**config.mk**
```make
export PLATFORM = sky130hd
export DESIGN_NAME = elevator_request_scheduler
export DESIGN_NICKNAME = d
export VERILOG_FILES = /design/src/rtl/elevator_pkg.sv /design/src/rtl/door_timer.sv /design/src/rtl/elevator_request_scheduler.sv
export SDC_FILE = /design/constraint.sdc
export NUM_CORES = 1
export LEC_CHECK = 0
export CORE_MARGIN = 8
export CORE_UTILIZATION = 50
export CTS_BUF_LIST = sky130_fd_sc_hd__clkbuf_16
export DETAILED_ROUTE_END_ITERATION = 8
export PLACE_DENSITY = 0.77
export SYNTH_ARGS = -nofsm -noshare
export SYNTH_HDL_FRONTEND = slang
export SYNTH_SLANG_ARGS = --single-unit
```
**constraint.sdc**
```tcl
create_clock -name clk -period 2.8 [get_ports clk]
set_input_delay 0.56 -clock clk [delete_from_list [all_inputs] [get_ports clk]]
set_output_delay 0.56 -clock clk [all_outputs]
set_load 0.03 [all_outputs]
```
**src/rtl/elevator_pkg.sv**
```systemverilog
// Constants shared by the elevator slice: floor count, door dwell length,
// scheduler state encoding and the sweep-direction test used for pickups.
package elevator_pkg;

    localparam int          NUM_FLOORS_DEF = 10;
    localparam logic [31:0] DOOR_TICKS_DEF = 32'd20000000;
    localparam int          FLOOR_W        = 4;

    typedef enum logic [1:0] {
        ST_IDLE   = 2'd0,
        ST_SELECT = 2'd1,
        ST_TRAVEL = 2'd2,
        ST_DOOR   = 2'd3
    } sched_state_e;

    // True when floor lies strictly between the car and its target in the sweep direction.
    function automatic logic strictly_ahead(
        input logic [FLOOR_W-1:0] floor,
        input logic [FLOOR_W-1:0] cur,
        input logic [FLOOR_W-1:0] tgt,
        input logic               up
    );
        return up ? ((floor > cur) && (floor < tgt))
                  : ((floor < cur) && (floor > tgt));
    endfunction

endpackage

```
**src/rtl/door_timer.sv**
```systemverilog
// Door dwell counter: start (or restart) loads the count, done pulses on the
// last cycle of the dwell so the door is open for exactly DOOR_TICKS cycles.
module door_timer
    import elevator_pkg::*;
#(
    parameter logic [31:0] DOOR_TICKS = DOOR_TICKS_DEF
) (
    input  logic clk,
    input  logic reset,
    input  logic start_i,
    output logic done_o
);

    localparam logic [31:0] LOAD = (DOOR_TICKS == 32'd0) ? 32'd0 : DOOR_TICKS - 32'd1;

    logic [31:0] count_q;
    logic        running_q;

    always_ff @(posedge clk or posedge reset) begin
        if (reset) begin
            count_q   <= '0;
            running_q <= 1'b0;
        end else if (start_i) begin
            count_q   <= LOAD;
            running_q <= 1'b1;
        end else if (running_q) begin
            if (count_q == '0) begin
                running_q <= 1'b0;
            end else begin
                count_q <= count_q - 32'd1;
            end
        end
    end

    assign done_o = running_q && (count_q == '0);

endmodule

```
**src/rtl/elevator_request_scheduler.sv**
```systemverilog
// SCAN elevator scheduler: latches floor calls, picks the next stop in the
// current sweep direction, picks up calls on the way and times the door dwell.
module elevator_request_scheduler
    import elevator_pkg::*;
#(
    parameter int          NUM_FLOORS = NUM_FLOORS_DEF,
    parameter logic [31:0] DOOR_TICKS = DOOR_TICKS_DEF
) (
    input  logic                  clk,
    input  logic                  reset,
    input  logic                  call_valid,
    input  logic [FLOOR_W-1:0]    call_floor,
    input  logic [FLOOR_W-1:0]    current_floor,
    input  logic                  car_idle,
    output logic [FLOOR_W-1:0]    target_floor,
    output logic                  target_valid,
    output logic                  direction_up,
    output logic                  door_open,
    output logic [NUM_FLOORS-1:0] pending
);

    sched_state_e           state_q;
    logic [NUM_FLOORS-1:0]  pending_q;
    logic [NUM_FLOORS-1:0]  pending_d;
    logic [FLOOR_W-1:0]     target_floor_q;
    logic                   target_valid_q;
    logic                   direction_up_q;
    logic                   door_open_q;

    logic [NUM_FLOORS-1:0]  call_onehot;
    logic [NUM_FLOORS-1:0]  cur_onehot;
    logic [NUM_FLOORS-1:0]  tgt_onehot;
    logic [NUM_FLOORS-1:0]  above_mask;
    logic [NUM_FLOORS-1:0]  below_mask;
    logic [NUM_FLOORS-1:0]  set_mask;
    logic [NUM_FLOORS-1:0]  clr_mask;

    logic                   up_found;
    logic [FLOOR_W-1:0]     up_floor;
    logic                   dn_found;
    logic [FLOOR_W-1:0]     dn_floor;

    logic cur_pending;
    logic door_hit;
    logic arrive;
    logic select_door;
    logic retarget;
    logic timer_start;
    logic timer_done;

    genvar gi;
    generate
        for (gi = 0; gi < NUM_FLOORS; gi++) begin : g_floor
            assign call_onehot[gi] = (call_floor == FLOOR_W'(gi));
            assign cur_onehot[gi]  = (current_floor == FLOOR_W'(gi));
            assign tgt_onehot[gi]  = (target_floor_q == FLOOR_W'(gi));
            assign above_mask[gi]  = pending_q[gi] && (FLOOR_W'(gi) > current_floor);
            assign below_mask[gi]  = pending_q[gi] && (FLOOR_W'(gi) < current_floor);
        end
    endgenerate

    // Nearest pending floor above and below the car.
    always_comb begin
        up_found = 1'b0;
        up_floor = '0;
        for (int i = NUM_FLOORS - 1; i >= 0; i--) begin
            if (above_mask[i]) begin
                up_found = 1'b1;
                up_floor = FLOOR_W'(i);
            end
        end
        dn_found = 1'b0;
        dn_floor = '0;
        for (int i = 0; i < NUM_FLOORS; i++) begin
            if (below_mask[i]) begin
                dn_found = 1'b1;
                dn_floor = FLOOR_W'(i);
            end
        end
    end

    assign cur_pending = |(pending_q & cur_onehot);
    assign door_hit    = call_valid && (state_q == ST_DOOR) && (|(call_onehot & cur_onehot));
    assign arrive      = (state_q == ST_TRAVEL) && car_idle && (current_floor == target_floor_q);
    assign select_door = (state_q == ST_SELECT) && cur_pending;
    assign retarget    = (state_q == ST_TRAVEL) && call_valid && (|call_onehot)
                         && strictly_ahead(call_floor, current_floor, target_floor_q, direction_up_q);
    assign timer_start = arrive || select_door || door_hit;

    // A floor being served wins over a call for it in the same cycle.
    assign set_mask  = (call_valid && !door_hit) ? call_onehot : '0;
    assign clr_mask  = (arrive ? tgt_onehot : '0) | (select_door ? cur_onehot : '0);
    assign pending_d = (pending_q | set_mask) & ~clr_mask;

    always_ff @(posedge clk or posedge reset) begin
        if (reset) begin
            state_q        <= ST_IDLE;
            pending_q      <= '0;
            target_floor_q <= '0;
            target_valid_q <= 1'b0;
            direction_up_q <= 1'b1;
            door_open_q    <= 1'b0;
        end else begin
            pending_q <= pending_d;
            case (state_q)
                ST_IDLE: begin
                    if (|pending_d) begin
                        state_q <= ST_SELECT;
                    end
                end
                ST_SELECT: begin
                    if (cur_pending) begin
                        state_q     <= ST_DOOR;
                        door_open_q <= 1'b1;
                    end else if (up_found && (direction_up_q || !dn_found)) begin
                        target_floor_q <= up_floor;
                        direction_up_q <= 1'b1;
                        target_valid_q <= 1'b1;
                        state_q        <= ST_TRAVEL;
                    end else if (dn_found) begin
                        target_floor_q <= dn_floor;
                        direction_up_q <= 1'b0;
                        target_valid_q <= 1'b1;
                        state_q        <= ST_TRAVEL;
                    end else begin
                        state_q <= ST_IDLE;
                    end
                end
                ST_TRAVEL: begin
                    if (arrive) begin
                        target_valid_q <= 1'b0;
                        door_open_q    <= 1'b1;
                        state_q        <= ST_DOOR;
                    end else if (retarget) begin
                        target_floor_q <= call_floor;
                    end
                end
                ST_DOOR: begin
                    if (timer_done && !door_hit) begin
                        door_open_q <= 1'b0;
                        state_q     <= (|pending_d) ? ST_SELECT : ST_IDLE;
                    end
                end
                default: state_q <= ST_IDLE;
            endcase
        end
    end

    door_timer #(
        .DOOR_TICKS (DOOR_TICKS)
    ) u_door_timer (
        .clk     (clk),
        .reset   (reset),
        .start_i (timer_start),
        .done_o  (timer_done)
    );

    assign target_floor = target_floor_q;
    assign target_valid = target_valid_q;
    assign direction_up = direction_up_q;
    assign door_open    = door_open_q;
    assign pending      = pending_q;

endmodule

```
# Word level (Yosys, flattened, before mapping)
# Index checks and enable logic that the tools add are counted.
dict set report word_totals {
  in_bits 12
  output_inout_bits 17
  wordCells 212
  reg_bits 52
}
dict set report op_classes {
  order_cmp 24
  bitwise_logic 7
  n_eq_ne 40
  muxes 74
  reduce_logical 58
  add_sub_neg 1
}
# op n
set ops {}
lappend ops {{two-way mux 32 bit} 3}
lappend ops {{two-way mux 4 bit} 23}
lappend ops {{equality test 4 x 3 -> 1 bit, second input constant} 12}
lappend ops {{OR reduction 10 bit} 4}
lappend ops {{two-way mux 1 bit} 35}
lappend ops {{logical AND 1 bit} 34}
lappend ops {{logical NOT 32 bit} 1}
lappend ops {{subtractor 32 x 1 -> 32 bit, second input constant} 1}
lappend ops {{AND 10 bit} 3}
lappend ops {{two-way mux 10 bit} 3}
lappend ops {{equality test 4 x 2 -> 1 bit, second input constant} 6}
lappend ops {{equality test 4 bit, second input constant} 6}
lappend ops {{OR 10 bit} 2}
lappend ops {{greater-than comparator 3 x 4 -> 1 bit, first input constant} 4}
lappend ops {{< comparator 3 x 4 -> 1 bit, first input constant} 4}
lappend ops {{!= test 2 bit, second input constant} 7}
lappend ops {{equality test 4 x 1 -> 1 bit, second input constant} 3}
lappend ops {{logical NOT 4 bit} 3}
lappend ops {{two-way mux 2 bit} 6}
lappend ops {{inverter 10 bit} 1}
lappend ops {{greater-than comparator 1 x 4 -> 1 bit, first input constant} 2}
lappend ops {{greater-than comparator 2 x 4 -> 1 bit, first input constant} 2}
lappend ops {{greater-than comparator 4 bit} 2}
lappend ops {{greater-than comparator 4 bit, first input constant} 2}
lappend ops {{23 further kinds} 35}

# Depth between registers and ports, before layout
# Gate-level depths: netlist of the first run.
dict set report logic_depth {
  ltp_word 18
  depth_mapped 13
  depth_no_buf 10
}

# By module
# From an unflattened synthesis of the first run, not the netlist that was laid out.
dict set report hier_totals {
  cells_unflattened 481
  hier_area_um2 4010.1
}
# module seq_area_each_um2 cells_per_inst n_inst area_per_inst_um2
set modules_own_cells {}
lappend modules_own_cells {elevator_request_scheduler 476.7 280 1 2147.1}
lappend modules_own_cells {door_timer 825.8 201 1 1863.0}

# Worst setup path after synthesis of the first run
# OpenSTA, ideal clock, no wires.
dict set report synth_path {
  path_kind {input to register}
  start {input current_floor[1]}
  end {register target_floor_q[0] (netlist: target_floor[0])}
  cell_stages 13
  t_arrival_ns 3.004
  n_path_buf 3
  t_required_ns 2.675
  slack_ns -0.329
  path_cell_list {buf_2 > buf_2 > buf_2 > inv_1 > ha_1 > nor2b_1 > o21ai_0 > nand2b_1 > a21oi_1 > nor3b_1 > o2111a_1 > o21ai_0 > mux2_2}
}
dict set report synth_between {
  elab_chain_len 18
}
# item line
set synth_rtl {}
lappend synth_rtl {{start, declared} elevator_request_scheduler.sv:13} ;# input logic [FLOOR_W-1:0] current_floor,
lappend synth_rtl {{< comparator 1 x 4 -> 1 bit} elevator_request_scheduler.sv:58} ;# assign below_mask[gi] = pending_q[gi] && (FLOOR_W'(gi) < current_floor);
lappend synth_rtl {{logical AND 1 bit} elevator_request_scheduler.sv:58}
lappend synth_rtl {{two-way mux 1 bit (10 in a row)} elevator_request_scheduler.sv:75} ;# if (below_mask[i]) begin
lappend synth_rtl {{logical NOT 1 bit} elevator_request_scheduler.sv:115} ;# end else if (up_found && (direction_up_q || !dn_found)) begin
lappend synth_rtl {{logical OR 1 bit} elevator_request_scheduler.sv:115}
lappend synth_rtl {{logical AND 1 bit} elevator_request_scheduler.sv:115}
lappend synth_rtl {{two-way mux 4 bit} elevator_request_scheduler.sv:115}
lappend synth_rtl {{two-way mux 4 bit} elevator_request_scheduler.sv:112} ;# if (cur_pending) begin
lappend synth_rtl {{one-hot mux 4 bit (2 select lines)} elevator_request_scheduler.sv:105} ;# case (state_q)
lappend synth_rtl {{end signal, assigned} elevator_request_scheduler.sv:116} ;# target_floor_q <= up_floor;
lappend synth_rtl {{end signal, assigned} elevator_request_scheduler.sv:121} ;# target_floor_q <= dn_floor;
lappend synth_rtl {{end signal, assigned} elevator_request_scheduler.sv:135} ;# target_floor_q <= call_floor;
lappend synth_rtl {{end, declared} elevator_request_scheduler.sv:25} ;# logic [FLOOR_W-1:0] target_floor_q;
# Several ways; a longest one is shown, not always the timed one. The select of a mux whose other input is x is not followed.
# A chain may end at the register's enable or synchronous reset.

# Worst setup path in the final report of the first run
dict set report layout_path {
  start {input current_floor[1]}
  end {register state_q[0]}
}
dict set report layout_between {
  elab_chain_len 18
}
# item line
set layout_rtl {}
lappend layout_rtl {{< comparator 1 x 4 -> 1 bit} elevator_request_scheduler.sv:58}
lappend layout_rtl {{logical AND 1 bit} elevator_request_scheduler.sv:58}
lappend layout_rtl {{two-way mux 1 bit (10 in a row)} elevator_request_scheduler.sv:75}
lappend layout_rtl {{logical NOT 1 bit} elevator_request_scheduler.sv:115}
lappend layout_rtl {{logical OR 1 bit} elevator_request_scheduler.sv:115}
lappend layout_rtl {{logical AND 1 bit} elevator_request_scheduler.sv:115}
lappend layout_rtl {{two-way mux 2 bit} elevator_request_scheduler.sv:115}
lappend layout_rtl {{two-way mux 2 bit} elevator_request_scheduler.sv:112}
lappend layout_rtl {{one-hot mux 2 bit (4 select lines)} elevator_request_scheduler.sv:105}
lappend layout_rtl {{end signal, assigned} elevator_request_scheduler.sv:141} ;# state_q <= (|pending_d) ? ST_SELECT : ST_IDLE;
lappend layout_rtl {{end, declared} elevator_request_scheduler.sv:22} ;# sched_state_e state_q;
# Several ways; a longest one is shown, not always the timed one. The select of a mux whose other input is x is not followed.

==> results of run 1 <==
==> cell type report <==
type	instances	share of cell area, %
Inverter	23	1.55
Multi-Input combinational cell	355	48.5
Timing Repair Buffer	146	21.6
Clock buffer	5	2.25
Sequential cell	52	23.4
Clock inverter	3	0.360
Tap cell	102	2.30
==> stage by stage <==
stage          util, %  worst slack [ps]  setup TNS [ps]  area (µm²)  hold slack, ps
5_1_grt           73.4              -116            -242        5560             521
3_3_place_gp      64.7              -763          -25740        4890             486
2_1_floorplan        -              34.3               0        3850             488
4_1_cts           69.7             -49.6           -49.6        5270             508
6_report          73.4             -44.4           -44.4        5560             500
3_5_place_dp      64.7              -796          -27270        4890             480
==> metal layers <==
layer,part of all wire (%),wire length [µm]
met5,0,0
met4,4.5,592
met3,8.4,1120
met2,47,6200
met1,40,5310
==> logic make-up (layout without fill, tap and decap cells) <==
group | count (synthesis) | in the layout | synth area share [%]
adders and majority gates | 9 | 9 | 2.94
buffers and inverters | 47 | 177 | 4.96
xor gates and xnor gates | 31 | 31 | 7.08
and+or+nand+nor | 198 | 198 | 28.2
DFF | 52 | 52 | 34.0
AOI/OAI and AO/OA | 109 | 109 | 20.6
muxes | 8 | 8 | 2.22
==> timing repair <==
action / in CTS / in global routing
buffers inserted: 10 / 10
resized for setup: 36 / 50
gates cloned: 1 / 0
endpoints found under the setup margin: 42 / 39
pin swaps: 14 / 20
==> state kept, by name, indices dropped and copies added, names as in the netlist, named ones only <==
signal	count
u_door_timer.count_q	32
u_door_timer.running_q	1
direction_up	1
door_open	1
target_valid	1
target_floor	4
state_q	1
pending	10
==> worst max-delay path by stage <==
stage	start	to	slack [ps]
after floorplan	current_floor[3]	state_q[0]	30
after global placement	current_floor[0]	state_q[0]	-760
after detailed placement	current_floor[0]	state_q[0]	-800
after CTS	call_floor[3]	state_q[0]	-50
after global routing	current_floor[1]	state_q[0]	-120
final	current_floor[1]	state_q[0]	-40
==> power by group through the flow <==
stage                     Combinational, mW  Clock [mW]  Sequential (mW)
after CTS                             0.788       0.608             1.03
after global routing                  0.927       0.640             1.06
after global placement                0.736           0             1.03
after floorplan                       0.405           0             1.08
after detailed placement              0.765           0             1.04
final                                 0.850       0.606             1.04
==> worst max-delay path: cells and delay by family <==
| family | cells | cell delay [ps] |
|---|---|---|
| buffers and inverters | 6 | 910 |
| xor gates and xnor gates | 1 | 150 |
| and+or+nand+nor | 5 | 1020 |
| AOI/OAI and AO/OA | 2 | 380 |
==> placed cells by master (no fill, tap or decap), types with 4 or more instances in the layout <==
cell / instances
a21oi_1: 21
a21oi_2: 5
a31oi_1: 4
buf_4: 111
buf_6: 5
clkbuf_16: 5
clkdlybuf4s50_1: 21
dfrtp_1: 51
ha_1: 9
inv_1: 22
mux2i_1: 4
nand2_1: 39
nand2b_1: 10
nand3_1: 12
nand3b_1: 7
nand4_1: 6
nor2_1: 41
nor2b_1: 6
nor3_1: 11
nor4_1: 7
nor4_2: 4
o21a_1: 4
o21ai_0: 17
o22ai_1: 6
or2_2: 5
or3_1: 11
xnor2_1: 14
xor2_1: 13
==> impl_summary.txt, run 1 <==
----------------------------------------------------
[Route]
  Post-detailed-routing wire length ... 13.2 mm
  Total DRC errors in the routed layout ... 0
  Avg Vias per Cell ... 6.24
  Detailed-route via count ... 4,279
  Routed wire length per instance ... 19.3 µm
  Number of nets with antenna violations after detailed routing ... 0
  Initial DRC count ... 450
  First drt pass iteration count ... 5

[Worst setup path]
  Critical Path Source Type ... input pin
  Worst reg2reg startpoint ... target_floor[1]
  Critical setup path kind ... input pin to flip-flop
  Arrival time reported for the critical path endpoint ... 3020 ps
  Worst path cell trace ... buf_6, buf_6, buf_6, xor2_4, nor4_2, nand4_1, buf_4, buf_4, nor2_2, o32ai_2, nor4_4, buf_4, nand3_2, a22o_1
  Number of cells on the worst reg-to-reg path ... 11
  Cell with the largest stage delay on the worst path ... nor4_2
  Worst reg2reg endpoint ... state_q[0]
  CP endpoint kind ... flip-flop
  Reg2Reg Setup Slack ... 60 ps
  Required time at the worst-slack endpoint ... 2970 ps
  Largest fanout on the critical path ... 6
  Crit path largest cell delay ... 310 ps

[Global route]
  Via count of the first global-routing pass ... 4,158
  Met1 GRT Util ... 29.4%
  First-pass GRT wire length ... 20.5 mm
  GR peak layer ... met2
  M2 GR Usage ... 37.6%
  Total GRT Usage ... 22.8%
  Global route total overflow ... 0
  Met3 capacity usage during global routing ... 3.28%
  Largest net degree at the start of global routing ... 21
  Number of antenna violations at the first check in global routing ... 0

[Yosys]
  Fraction of the yosys area taken by sequential cells ... 34.0%
  Unique masters post-synth ... 74
  Synth Register Bits ... 52
  Post-Synthesis Net Count ... 475
  Mean post-synth cell area ... 8.44 µm²
  Synth cell count leaders ... 51 x dfrtp_1, 42 x nor2_1, 39 x nand2_1
  Leading cell types by total area after synthesis ... dfrtp_1 33%, nor2_1 4.1%, xor2_1 3.9%
  Synthesized cell area ... 0.00383 mm²
  Most used standard cell by instance count after synthesis ... dfrtp_1
  EDFF count, synth ... 0
  Top flip-flop cell by instance count after synthesis ... dfrtp_1
  Share of async-settable or async-resettable flops after synthesis ... 100%
  Mapped Cells ... 454
  Top cell type by total area after synthesis ... dfrtp_1
  Number of warning messages in the yosys log ... 0
  Post-synth top area share ... 33.3%

[Layout]
  Ratio of cells with drive above 1 in the final layout ... 33.2%
  Combined flip-flop and latch cell area ... 0.00130 mm²
  Antenna diodes ... 0
  Synth-to-Final Area Change ... 44.9%
  Area of the multi-input gates ... 0.00269 mm²
  Number of inserted filler cells in the final layout ... 508
  Post-layout net count ... 604
  Final std cells w/o fill ... 686

[STA]
  Final period util ... 102%
  Slew margin rel. ... 54.7%
  Max frequency ... 352 MHz
  Time the worst path needs with I/O delays and setup ... 2840 ps
  Least setup slack across all paths after layout ... -44.4 ps
  Hold Vio Cnt, Final ... 0
  Transition time at the pin with the least slew margin ... 676 ps
  RSZ-0062 raised after global routing ... true
  Final Skew ... 4.63 ps
  # setup viols final ... 1
  Final Max Slew Viols ... 0

[Die]
  Row cnt ... 32
  Starting utilization of the core area ... 50.7%
  Width of the chip ... 104 µm
  Total Die Area ... 0.0107 mm²
  Floorplan core area ... 0.00757 mm²
  Chip Height ... 104 µm
  Number of top-level pins ... 29

[Power and ir drop]
  Power Density ... 449 mW/mm²
  Highest ir drop seen on vdd ... 0.519 mV
  Tot Pwr ... 2.50 mW
  Part of the total power dissipated in the clock network ... 24.3%
  Logic gate share of total power ... 34.1%
  Switching portion of total power ... 35.1%
  Total internal power ... 1.62 mW
  Share of power burned in registers ... 41.6%
  Switch Pwr ... 0.875 mW
  Static leakage power ... 2.35 nW

[Clocking]
  Clock latency on the worst-skew pair ... 290 ps
  CTS sink count ... 52
  H-tree depth reported by CTS ... 2
  Root Buffer ... clkbuf_16
  Clock transition at path regs ... 60 ps
  Total clock buffers created by CTS ... 5
  CTS tree ... done
  Number of buffers on the longest clock path ... 2
  Cts-stage hold buffer count ... 0

[Placed design]
  Post-detailed-placement half-perimeter wirelength ... 9.10 mm
  Post-placement cell count ... 657
  Final weighted congestion in routability-driven placement ... 1.05
  Count of input and output buffers ... 28

[Hold path]
  Kind of path behind the tightest hold check ... flip-flop to flip-flop
  Worst-case hold path end point ... target_valid
  Cell count of the worst hold path ... 1
  Startpoint of the worst hold path ... target_valid

[Job]
  Maximum capacitance violations ... 0

[Status]
  Result of the run ... finished, violations left
  Violated checks ... negative setup slack

----------------------------------------------------
No activity file was read; power rests on OpenSTA's default activity.
==> run 2: changes to the inputs <==
Settings changed: CORE_ASPECT_RATIO from default to 0.5.
==> run 2 against run 1 <==
  * The run still ends with negative setup slack left
  * Largest cell class unchanged
  * Sequential cell count is the same
  * First-iteration DRC count shrank 8.2%
  * Die area grew 1.6%
==> impl_summary.txt, run 2 (synthesized netlist as in run 1, its figures left out) <==
----------------------------------------------------
[Clocking]
  Number of buffers on the longest clock path ... 2
  Clock latency on the worst-skew pair ... 290 ps
  Root Buffer ... clkbuf_16
  Clock transition at path regs ... 70 ps
  CTS tree ... done
  Total clock buffers created by CTS ... 5
  H-tree depth reported by CTS ... 2
  CTS sink count ... 52

[Worst setup path]
  Arrival time reported for the critical path endpoint ... 3130 ps
  Worst path cell trace ... buf_8, buf_6, or4bb_1, a21oi_2, o41ai_4, buf_4, o32ai_4, o32ai_2, nor4_4, a41oi_2, a22o_1
  Critical path depth ... 11
  Reg2Reg Setup Slack ... -60 ps
  Worst reg2reg startpoint ... pending[8]
  Buffering stage count on the worst path with inverters included ... 3
  Required time at the worst-slack endpoint ... 2980 ps
  Number of cells on the worst reg-to-reg path ... 9
  Worst reg2reg endpoint ... state_q[0]
  Cell with the largest stage delay on the worst path ... or4bb_1
  CP endpoint kind ... flip-flop
  Crit path largest cell delay ... 540 ps
  Critical setup path kind ... input pin to flip-flop
  Largest fanout on the critical path ... 5
  Critical Path Source Type ... input pin
  Kind of cell adding the most delay to the critical path ... compound AO/OA/AOI/OAI gates

[Power and ir drop]
  Power Density ... 451 mW/mm²
  Part of the total power dissipated in the clock network ... 24.7%
  Switch Pwr ... 0.884 mW
  Switching portion of total power ... 35.2%
  Static leakage power ... 2.40 nW
  Share of power burned in registers ... 41.5%
  Total internal power ... 1.63 mW
  Logic gate share of total power ... 33.8%
  Highest ir drop seen on vdd ... 0.368 mV

[Layout]
  Most common library cell in the layout ignoring fill and taps ... buf_4
  Max reg flops ... 32
  Most flops, register ... u_door_timer.count_q
  Synth-to-Final Area Change ... 45.2%
  Antenna diodes ... 0
  Final std cells w/o fill ... 693
  Post-layout net count ... 617
  Most frequent cells in the layout ... 122 x buf_4, 51 x dfrtp_1, 40 x nor2_1
  Ratio of cells with drive above 1 in the final layout ... 33.7%
  Number of inserted filler cells in the final layout ... 516
  Final design area excluding fillers ... 0.00557 mm²

[Global route]
  Largest net degree at the start of global routing ... 39
  Global route total overflow ... 0
  Number of antenna violations at the first check in global routing ... 0
  First-pass GRT wire length ... 21.0 mm
  Via count of the first global-routing pass ... 4,123
  Total GRT Usage ... 23.5%

[STA]
  Time the worst path needs with I/O delays and setup ... 2940 ps
  Max frequency ... 340 MHz
  Final Skew ... 4.37 ps
  Final Max Slew Viols ... 0
  Slew margin rel. ... 45.9%
  Hold Vio Cnt, Final ... 0
  # setup viols final ... 1
  Setup total negative slack ... -143 ps
  Final period util ... 105%
  Transition time at the pin with the least slew margin ... 810 ps
  Least setup slack across all paths after layout ... -143 ps
  RSZ-0062 raised after global routing ... true

[Job]
  Maximum capacitance violations ... 0

[Hold path]
  Startpoint of the worst hold path ... target_valid
  Cell count of the worst hold path ... 1
  Worst-case hold path end point ... target_valid
  Kind of path behind the tightest hold check ... flip-flop to flip-flop

[Route]
  Detailed-route via count ... 4,283
  Initial DRC count ... 413
  Total DRC errors in the routed layout ... 0
  Post-detailed-routing wire length ... 13.6 mm
  Routed wire length per instance ... 19.6 µm
  Avg Vias per Cell ... 6.18
  First drt pass iteration count ... 5
  Number of nets with antenna violations after detailed routing ... 0

[Status]
  Violated checks ... negative setup slack
  Result of the run ... finished, violations left

[Die]
  Number of top-level pins ... 29
  Width of the chip ... 140 µm
  Total Die Area ... 0.0109 mm²
  Floorplan core area ... 0.00738 mm²
  Starting utilization of the core area ... 52.0%
  Row cnt ... 22
  Chip Height ... 77.9 µm

[Placed design]
  Placement-stage cell area ... 0.00499 mm²
  Post-placement cell count ... 663
  Count of input and output buffers ... 28
  Post-detailed-placement half-perimeter wirelength ... 9.13 mm
  Final weighted congestion in routability-driven placement ... 0.991

----------------------------------------------------
-- run 2: cell count changes in the layout (fill, tap and decap cells not counted), sizes merged --
cell           before  now
buf               122  132
dlygate4sd2         1    3
clkbuf              6    7
clkdlybuf4s15       0    1
clkdlybuf4s50      21   20
-- run 2: final cells by class --
| class | count | area [µm²] | area share [%] |
|---|---|---|---|
| clock buffer | 5 | 125 | 2.25 |
| clock inverter | 3 | 21.3 | 0.382 |
| inverter | 23 | 86.3 | 1.55 |
| multi-input combinational | 355 | 2600 | 46.7 |
| sequential | 52 | 1300 | 23.4 |
| tap | 96 | 120 | 2.16 |
| timing repair buffer | 159 | 1310 | 23.6 |
-- run 2: repair_timing --
action | 4_1_cts | 5_1_grt
gates cloned | 1 | 0
setup buffers | 10 | 13
hold buffers | 0 | 0
pin swaps | 25 | 18
resized for setup | 37 | 30
setup endpoints to repair | 44 | 43
hold endpoints to repair | 0 | 0
-- run 2: routing by layer --
| metal | track usage (%) | wire length [µm] | vias to the layer above | share of wire (%) |
|---|---|---|---|---|
| li1 | - | - | 1953 | - |
| met1 | 29.3 | 5420 | 2030 | 40 |
| met2 | 39.9 | 6390 | 239 | 47 |
| met3 | 4.09 | 1150 | 61 | 8.5 |
| met4 | 10.1 | 619 | 0 | 4.6 |
| met5 | 0 | 0 | - | 0 |
-- run 2: worst max-delay path by stage --
| stage | start | end | slack (ps) |
|---|---|---|---|
| after floorplan | current_floor[3] | state_q[0] | 30 |
| after global placement | current_floor[1] | state_q[0] | -690 |
| after detailed placement | current_floor[2] | state_q[0] | -720 |
| after CTS | u_door_timer.count_q[11] | u_door_timer.count_q[19] | 9 |
| after global routing | current_floor[2] | state_q[0] | -190 |
| final | current_floor[2] | state_q[0] | -140 |
-- run 2: through the flow --
stage / power, mW / hold slack, ps / worst slack (ps) / utilization (%)
after floorplan: 1.48 / 488 / 34.3 / -
after global placement: 1.79 / 484 / -693 / 67.6
after detailed placement: 1.82 / 488 / -715 / 67.6
after CTS: 2.46 / 504 / 8.53 / 72.6
after global routing: 2.63 / 525 / -187 / 75.4
final: 2.51 / 499 / -143 / 75.4
-- run 2: power by group through the flow --
stage	combinational (mW)	clock [mW]	sequential (mW)
2_1_floorplan	0.405	0	1.08
3_3_place_gp	0.753	0	1.04
3_5_place_dp	0.772	0	1.04
4_1_cts	0.804	0.625	1.03
5_1_grt	0.918	0.656	1.06
6_report	0.849	0.619	1.04
